==> src/rtl/calc_result_serializer.sv <==
// calc_result_serializer
// Captures the operands and the four results of the 6-bit calculator in one
// cycle, then emits them one at a time as tagged OUT_W-bit words over a
// valid/ready handshake (tag 0 add, 1 sub, 2 mul, 3 div).
//
// Optional feature macro: CALC_SER_DIV0_CHECK_EN
//   defined   -> a captured divisor of zero turns the div word into all-ones
//                with o_err set
//   undefined -> the div word is the zero-extended quotient, o_err is tied 0
//
// state     | meaning
// ----------+-----------------------------------------------------------
// ST_IDLE   | waiting for i_start; outputs quiet
// ST_SEND   | presenting word idx_q, advancing on every valid && ready edge
// ST_DONE   | one-cycle o_done pulse after the last word was accepted
//
// Output words are registered and only change on a capture or a transfer
// edge, so they stay stable under backpressure and no combinational path
// exists from i_ready to any output.

module calc_result_serializer #(
    parameter int WIDTH = 6,
    parameter int OUT_W = 12
) (
    input  logic               i_clk,
    input  logic               i_rst,
    input  logic               i_start,
    input  logic [WIDTH-1:0]   i_data1,
    input  logic [WIDTH-1:0]   i_data2,
    input  logic [WIDTH:0]     i_add,
    input  logic [WIDTH:0]     i_sub,
    input  logic [2*WIDTH-1:0] i_mul,
    input  logic [WIDTH-1:0]   i_div,
    input  logic               i_ready,
    output logic               o_valid,
    output logic [1:0]         o_tag,
    output logic [OUT_W-1:0]   o_result,
    output logic               o_err,
    output logic               o_busy,
    output logic               o_done
);

    typedef enum logic [1:0] {
        ST_IDLE = 2'd0,
        ST_SEND = 2'd1,
        ST_DONE = 2'd2
    } state_t;

    state_t             state_q;
    state_t             state_d;
    logic [1:0]         idx_q;

    // holding registers; add goes straight into the output word at capture
    logic [WIDTH:0]     sub_q;
    logic [2*WIDTH-1:0] mul_q;
    logic [WIDTH-1:0]   div_q;

    logic [1:0]         tag_q;
    logic [OUT_W-1:0]   result_q;

    logic               capture;
    logic               transfer;
    logic               last_xfer;
    logic [OUT_W-1:0]   next_result;
    logic               next_err;
    logic [OUT_W-1:0]   add_norm;

`ifdef CALC_SER_DIV0_CHECK_EN
    logic               div0_q;
    logic               err_q;
    // operand 1 is only forwarded to the calculator; nothing here consumes it
    logic               unused_inputs;
    assign unused_inputs = ^i_data1;
`else
    // without the divide-by-zero check neither operand is needed here
    logic               unused_inputs;
    assign unused_inputs = ^{i_data1, i_data2};
`endif

    assign capture   = (state_q == ST_IDLE) && i_start;
    assign transfer  = (state_q == ST_SEND) && i_ready;
    assign last_xfer = transfer && (idx_q == 2'd3);
    assign add_norm  = {{(OUT_W-WIDTH-1){1'b0}}, i_add};

    // state register
    always_ff @(posedge i_clk or posedge i_rst) begin
        if (i_rst) begin
            state_q <= ST_IDLE;
        end else begin
            state_q <= state_d;
        end
    end

    // next-state logic
    always_comb begin
        state_d = state_q;
        case (state_q)
            ST_IDLE: if (i_start)   state_d = ST_SEND;
            ST_SEND: if (last_xfer) state_d = ST_DONE;
            ST_DONE:                state_d = ST_IDLE;
            default:                state_d = ST_IDLE;
        endcase
    end

    // status outputs decoded from the registered state only
    always_comb begin
        o_valid = 1'b0;
        o_busy  = 1'b0;
        o_done  = 1'b0;
        case (state_q)
            ST_SEND: begin
                o_valid = 1'b1;
                o_busy  = 1'b1;
            end
            ST_DONE: o_done = 1'b1;
            default: ;
        endcase
    end

    // word that follows the one currently presented; after tag 3 the output
    // returns to the quiet all-zero word
    always_comb begin
        next_result = '0;
        next_err    = 1'b0;
        case (idx_q)
            2'd0: next_result = {{(OUT_W-WIDTH-1){sub_q[WIDTH]}}, sub_q};
            2'd1: next_result = mul_q;
            2'd2: begin
`ifdef CALC_SER_DIV0_CHECK_EN
                if (div0_q) begin
                    next_result = {OUT_W{1'b1}};
                    next_err    = 1'b1;
                end else begin
                    next_result = {{(OUT_W-WIDTH){1'b0}}, div_q};
                end
`else
                next_result = {{(OUT_W-WIDTH){1'b0}}, div_q};
`endif
            end
            default: ;
        endcase
    end

    // capture of calculator results and word sequencing
    always_ff @(posedge i_clk or posedge i_rst) begin
        if (i_rst) begin
            idx_q    <= 2'd0;
            sub_q    <= '0;
            mul_q    <= '0;
            div_q    <= '0;
            tag_q    <= 2'd0;
            result_q <= '0;
        end else if (capture) begin
            idx_q    <= 2'd0;
            sub_q    <= i_sub;
            mul_q    <= i_mul;
            div_q    <= i_div;
            tag_q    <= 2'd0;
            result_q <= add_norm;
        end else if (transfer) begin
            idx_q    <= idx_q + 2'd1;
            tag_q    <= idx_q + 2'd1;
            result_q <= next_result;
        end
    end

`ifdef CALC_SER_DIV0_CHECK_EN
    // divisor-zero flag is taken at capture so later operand changes are moot
    always_ff @(posedge i_clk or posedge i_rst) begin
        if (i_rst) begin
            div0_q <= 1'b0;
            err_q  <= 1'b0;
        end else if (capture) begin
            div0_q <= (i_data2 == '0);
            err_q  <= 1'b0;
        end else if (transfer) begin
            err_q  <= next_err;
        end
    end

    assign o_err = err_q;
`else
    assign o_err = 1'b0;
`endif

    assign o_tag    = tag_q;
    assign o_result = result_q;

endmodule

==> config.mk <==
export PLATFORM = sky130hd
export DESIGN_NAME = calc_result_serializer
export DESIGN_NICKNAME = d
export VERILOG_FILES = /design/src/rtl/calc_result_serializer.sv
export SDC_FILE = /design/constraint.sdc
export NUM_CORES = 1
export LEC_CHECK = 0
export BUFFER_PORTS_ARGS = -buffer_cell sky130_fd_sc_hd__buf_2
export CAP_MARGIN = 20
export CORE_AREA = 2 2 84 86
export DETAILED_ROUTE_END_ITERATION = 6
export DIE_AREA = 0 0 86 88
export GPL_ROUTABILITY_DRIVEN = 0
export PLACE_DENSITY = 0.51
export SETUP_SLACK_MARGIN = 0.5
export SYNTH_ARGS = -nofsm -noshare
export SYNTH_HDL_FRONTEND = slang
export SYNTH_SLANG_ARGS = --single-unit
==> constraint.sdc <==
create_clock -name i_clk -period 1.7 [get_ports i_clk]
set_clock_uncertainty 0.2 [all_clocks]
set_input_delay 0.085 -clock i_clk [delete_from_list [all_inputs] [get_ports i_clk]]
set_output_delay 0.085 -clock i_clk [all_outputs]
set_load 0.01 [all_outputs]
==> flow_metrics.tcl, run 1 <==
set metrics [dict create \
    status "completed" \
    vias 1551 \
    num-nets-final 302 \
    synth_area_leader_cell "dfrtp_1" \
    avgSynthCellArea_um2 13.5 \
    dr.first_iter.drc_count 60 \
    synth.top_cell.area_share_pct 52.2 \
    fmax_ghz 0.637 \
    cpMaxStageDelayCell "dfrtp_2" \
    synth_nets 199 \
    die_h_um 88 \
    critical_path_buf_inv_count 1 \
    grt_max_degree 22 \
    reg2reg_depth 4 \
    power_frac_clock_pct 16.8 \
    core_area_mm2 0.00664 \
    crit_family "flip-flops" \
    clk_path_buf_depth 2 \
    antenna_found_initial 0 \
    relSlewSlack_pct 66.4 \
    grt_use_total_pct 14.2 \
    drc 0 \
    hold_viol 0 \
    crit_arrival_ps 1550 \
    grt_pass1_wl_um 8380 \
    overflow 0 \
    io_pins 66 \
    clkLatencyLatePin_ps 290 \
    ant_nets 0 \
    post-route-period-util_pct 92.3 \
    synth_top_cells_by_area "dfrtp_1, mux2_4, mux2_2" \
    yosysWarnings 0 \
    die_x_um 86 \
    power_frac_seq_pct 36.7 \
    worst_setup_path_start_kind "flop" \
    swShare_pct 32.7 \
    maxCapViolations 0 \
    finalMaxSlewViolations 0 \
    critical-path-max-stage-delay_ps 440 \
    synth_seq_area_share_pct 52.2 \
    leakagePower_nw 1.37 \
    htreeDepth 2 \
    crit_chain "nor2b_4 > and2_4 > buf_12 > mux2_2" \
    grt_pass1_vias 1667 \
    cp.required_ps 1680 \
    rows 30 \
    vdd_drop_max_mv 0.828 \
    cts_tree "done" \
    nFillCells 608 \
    mostFrequentLayoutCells "buf_2, dfrtp_1, dlygate4sd3_1" \
    critPathKind "reg -> reg" \
    syn_inst 146 \
    final_common_cell "buf_2" \
    fin_crit_ps 1570 \
    tightestPinTransition_ps 504 \
    critPathMaxFanout 9 \
    area_growth_syn_to_layout_pct 53.1 \
    synth-seq-cells 41 \
    power_density_mw_per_mm2 1570 \
    cp.depth 4 \
    rsz0062_at_grt "true" \
    drtPass1Iterations 4 \
    initial_core_util_pct 29.6 \
    io_buffers 52 \
    finalPower_w 0.00474 \
    cts.sinks 41 \
    place_hpwl_um 3320 \
    synthesis.area_mm2 0.00197 \
    seq_area_mm2 0.00103 \
    power_switching_w 0.00155 \
    cp-end-kind "flop" \
    setup_tns_ps 0 \
    drt_wl_total_um 4940 \
    cts_buffers 5 \
    multiInputGateArea_um2 893 \
    p_int_w 0.00319 \
    clk_pin_slew_ps 80 \
    power_frac_comb_pct 46.5 \
    min_delay_path_depth 4 \
    viasPerCell 4.70 \
    drive_gt1_share_pct 50.0 \
    setup_violations 0 \
    cts-root-buf "clkbuf_8" \
    yosysUniqueCellTypes 32 \
    antenna_cells 0 \
    wl_per_cell_um 15.0 \
    die_area_mm2 0.00757 \
    hold_path_class "in -> reg" \
]
## final timing paths
check / startpoint / end / slack [ps]
setup reg to reg: state_q[1]$_DFFE_PP0P_ / mul_q[9]$_DFFE_PP0P_ / 130
min in group asynchronous: i_rst / sub_q[5]$_DFFE_PP0P_ / 160
setup / recovery: state_q[1]$_DFFE_PP0P_ / mul_q[9]$_DFFE_PP0P_ / 130
hold reg to reg: o_result[7]$_DFFE_PP0P_ / o_result[7]$_DFFE_PP0P_ / 300
max in group asynchronous: i_rst / mul_q[10]$_DFFE_PP0P_ / 690
hold / removal: i_ready / o_tag[0]$_DFFE_PP0P_ / 60
## cells in the mapped netlist
master     instances
a21o_1             1
a21oi_1            5
a221o_1            1
a222oi_1           6
a22oi_1            1
a31oi_1            6
a32o_1             1
and2_1             1
and2_4             1
buf_2              1
buf_4              2
buf_6              2
buf_8              2
clkbuf_1           4
conb_1             1
dfrtp_1           41
ha_1               5
inv_1              4
mux2_2             7
mux2_4            18
mux2i_1            1
nand2_1            2
nand4bb_1          1
nor2_1             1
nor2b_1            3
nor2b_4            1
nor3_1             1
nor3b_1            6
o211ai_1           6
o21ai_0            8
o2bb2ai_1          5
or2_0              1
## timing repair
action,4_1_cts,5_1_grt
setup buffers,8,1
pin swaps,8,5
setup endpoints to repair,45,46
gates cloned,1,0
hold buffers,34,0
endpoints found under the hold margin,77,0
resized for setup,11,9
## cells by family (layout without fill, tap and decap cells)
family	Yosys count	in the layout	share of synthesized area (%)
other	1	1	0.191
muxes	26	26	18.3
and+or+nand+nor	18	18	6.42
AOI/OAI and AO/OA	40	40	14.6
adders and majority gates	5	5	3.18
buffers and inverters	15	119	5.22
DFF	41	41	52.2
## routing by layer
metal	GRT usage (%)	share of wire, %	wire [um]
met5	0	0	0
met4	4.04	0.85	42
met2	21.9	45	2240
met1	20.1	48	2400
met3	3.20	5.3	263
## metrics by stage
step | setup WS [ps] | std cells | hold slack [ps] | area [um^2] | util, %
finish | 130 | 330 | 63.6 | 3010 | 45.3
global route | 62.3 | 330 | 81.0 | 3010 | 45.3
CTS | 134 | 329 | 19.9 | 2970 | 44.7
detailed placement | 70.4 | 278 | -50.7 | 2390 | 36.0
global placement | 104 | 278 | -58.3 | 2390 | 36.0
floorplan | 86.1 | 146 | -130 | 2020 | -
## final cells by class
| cell class | instances | area share, % |
|---|---|---|
| Sequential cell | 41 | 34.2 |
| Multi-Input combinational cell | 90 | 29.7 |
| Timing Repair Buffer | 107 | 28.4 |
| Tap cell | 80 | 3.32 |
| Clock buffer | 5 | 2.29 |
| Clock inverter | 3 | 1.54 |
| Inverter | 4 | 0.623 |
## tightest hold or removal path, stage by stage
cell	delay (ps)
buf_2	140
mux2i_1	120
o21ai_1	120
o21ai_1	60
## flip-flops by register name, indices dropped and copies added, names as in the netlist
signal / cells
mul_q: 12
o_result: 12
state_q: 2
sub_q: 7
div_q: 6
o_tag: 2
## power by group through the flow
stage	combinational, W	sequential, W	clock, W
finish	0.00221	0.00174	0.000797
global route	0.00241	0.00180	0.000877
CTS	0.00214	0.00174	0.000827
detailed placement	0.00187	0.00176	0
global placement	0.00184	0.00176	0
floorplan	0.00134	0.00173	0
Note: power is estimated with default switching activity, not from simulation.
==> run 2, diff against run 1 <==
--- a/config.mk
+++ b/config.mk
@@ -12,7 +12,7 @@
 export DIE_AREA = 0 0 86 88
 export GPL_ROUTABILITY_DRIVEN = 0
 export PLACE_DENSITY = 0.51
-export SETUP_SLACK_MARGIN = 0.5
+export SETUP_SLACK_MARGIN = 0.2
 export SYNTH_ARGS = -nofsm -noshare
 export SYNTH_HDL_FRONTEND = slang
 export SYNTH_SLANG_ARGS = --single-unit
==> run 2 against run 1 <==
Compared with the run above: combinational power increased by 9%; via count increased by 2.6%; worst setup slack improved by 2.6 ps; non-clock buffer count decreased by 1; final cell count decreased by 0.30%; fmax increased by 0.16%; largest power group unchanged; highest routed layer unchanged.
==> flow_metrics.tcl, run 2 (synthesized netlist as in run 1, its figures left out) <==
set metrics [dict create \
    p_int_w 0.00344 \
    critPathKind "reg -> reg" \
    grt_pass1_vias 1694 \
    core_area_mm2 0.00664 \
    place_hpwl_um 3340 \
    die_x_um 86 \
    setup_violations 0 \
    cts.sinks 41 \
    rows 30 \
    power_frac_seq_pct 34.6 \
    grt_max_degree 42 \
    cp-end-kind "flop" \
    antenna_cells 0 \
    swShare_pct 32.5 \
    grt_use_total_pct 14.8 \
    drt_wl_total_um 5410 \
    ant_nets 0 \
    cts-root-buf "clkbuf_8" \
    cts_tree "done" \
    crit_arrival_ps 1540 \
    status "completed" \
    clk_path_buf_depth 2 \
    io_buffers 52 \
    setup_tns_ps 0 \
    power_switching_w 0.00166 \
    clk_pin_slew_ps 80 \
    hold_viol 0 \
    die_h_um 88 \
    antenna_found_initial 0 \
    grt_pass1_wl_um 8470 \
    rsz0062_at_grt "true" \
    hold_path_class "in -> reg" \
    fin_area_mm2 0.00308 \
    critPathMaxFanout 6 \
    fmax_ghz 0.638 \
    drc 0 \
    vdd_drop_max_mv 0.907 \
    htreeDepth 2 \
    leakagePower_nw 1.42 \
    cts_buffers 5 \
    power_frac_clock_pct 18.2 \
    area_growth_syn_to_layout_pct 56.5 \
    maxCapViolations 0 \
    critical-path-max-stage-delay_ps 450 \
    post_dp_cell_area_mm2 0.00238 \
    power_frac_comb_pct 47.2 \
    clkLatencyLatePin_ps 300 \
    initial_core_util_pct 29.6 \
    drive_gt1_share_pct 50.6 \
    wl_per_cell_um 16.4 \
    vias 1592 \
    power_density_mw_per_mm2 1660 \
    hold_slack_ps 89.8 \
    die_area_mm2 0.00757 \
    finalMaxSlewViolations 0 \
    final_common_cell "buf_2" \
    dr.first_iter.drc_count 69 \
    overflow 0 \
    viasPerCell 4.84 \
    io_pins 66 \
    crit_chain "buf_6 > ha_4 > a222oi_1 > o211ai_1" \
    cp.required_ps 1680 \
    num-nets-final 301 \
    mostFrequentLayoutCells "buf_2, dfrtp_1, dlygate4sd3_1" \
    fin_crit_ps 1570 \
    drtPass1Iterations 6 \
    worst_setup_path_start_kind "flop" \
    cpMaxStageDelayCell "dfrtp_2" \
    post-route-period-util_pct 92.2 \
]
## run 2: final cells by class
type / count / area (um^2)
flip-flops and latches: 41 / 1030
well taps: 80 / 100
repair buffers: 106 / 835
fillers: 607 / 3570
clock inverters: 3 / 65.1
inverters: 4 / 15.0
multi-input cells: 90 / 966
clock buffers: 5 / 68.8
## run 2: worst paths after layout
check / start / to / slack, ps / cells after the start
max in group asynchronous: i_rst / o_tag[0]$_DFFE_PP0P_ / 910 / 4
min in group asynchronous: i_rst / mul_q[2]$_DFFE_PP0P_ / 180 / 4
hold / removal: i_start / o_result[2]$_DFFE_PP0P_ / 90 / 4
setup / recovery: o_tag[1]$_DFFE_PP0P_ / o_result[2]$_DFFE_PP0P_ / 130 / 4
setup reg to reg: o_tag[1]$_DFFE_PP0P_ / o_result[2]$_DFFE_PP0P_ / 130 / 4
hold reg to reg: o_result[7]$_DFFE_PP0P_ / o_result[7]$_DFFE_PP0P_ / 290 / 1
## run 2: critical path: cells and delay by family (launching register included)
family / cells / cell delay, ps
AOI/OAI and AO/OA: 2 / 480
DFF: 1 / 450
adders and majority gates: 1 / 190
buffers and inverters: 1 / 130
## run 2: timing repair
action | CTS | global route
buffers inserted | 5 | 0
pin swaps | 8 | 2
hold buffers | 34 | 0
resized for setup | 17 | 21
endpoints found under the setup margin | 25 | 38
cloned | 1 | 1
endpoints found under the hold margin | 77 | 0
## run 2: per-layer routing
metal / wire length [um] / global-route usage (%)
met5: 0 / 0
met4: 68 / 4.62
met3: 234 / 3.02
met2: 2630 / 24.3
met1: 2470 / 19.6
## run 2: power groups by stage
stage	Clock (W)	Combinational, W	Sequential, W
floorplan	0	0.00129	0.00172
global placement	0	0.00184	0.00176
detailed placement	0	0.00187	0.00176
CTS	0.000954	0.00220	0.00175
global route	0.000983	0.00261	0.00184
finish	0.000928	0.00240	0.00176
## run 2: stage by stage
step / worst slack [ps] / total power (W) / instances / util, %
finish: 133 / 0.00510 / 329 / 46.3
global route: 82.5 / 0.00543 / 329 / 46.3
CTS: 153 / 0.00490 / 328 / 44.8
detailed placement: 39.3 / 0.00363 / 280 / 35.8
global placement: 86.0 / 0.00360 / 280 / 35.8
floorplan: 84.8 / 0.00302 / 146 / -
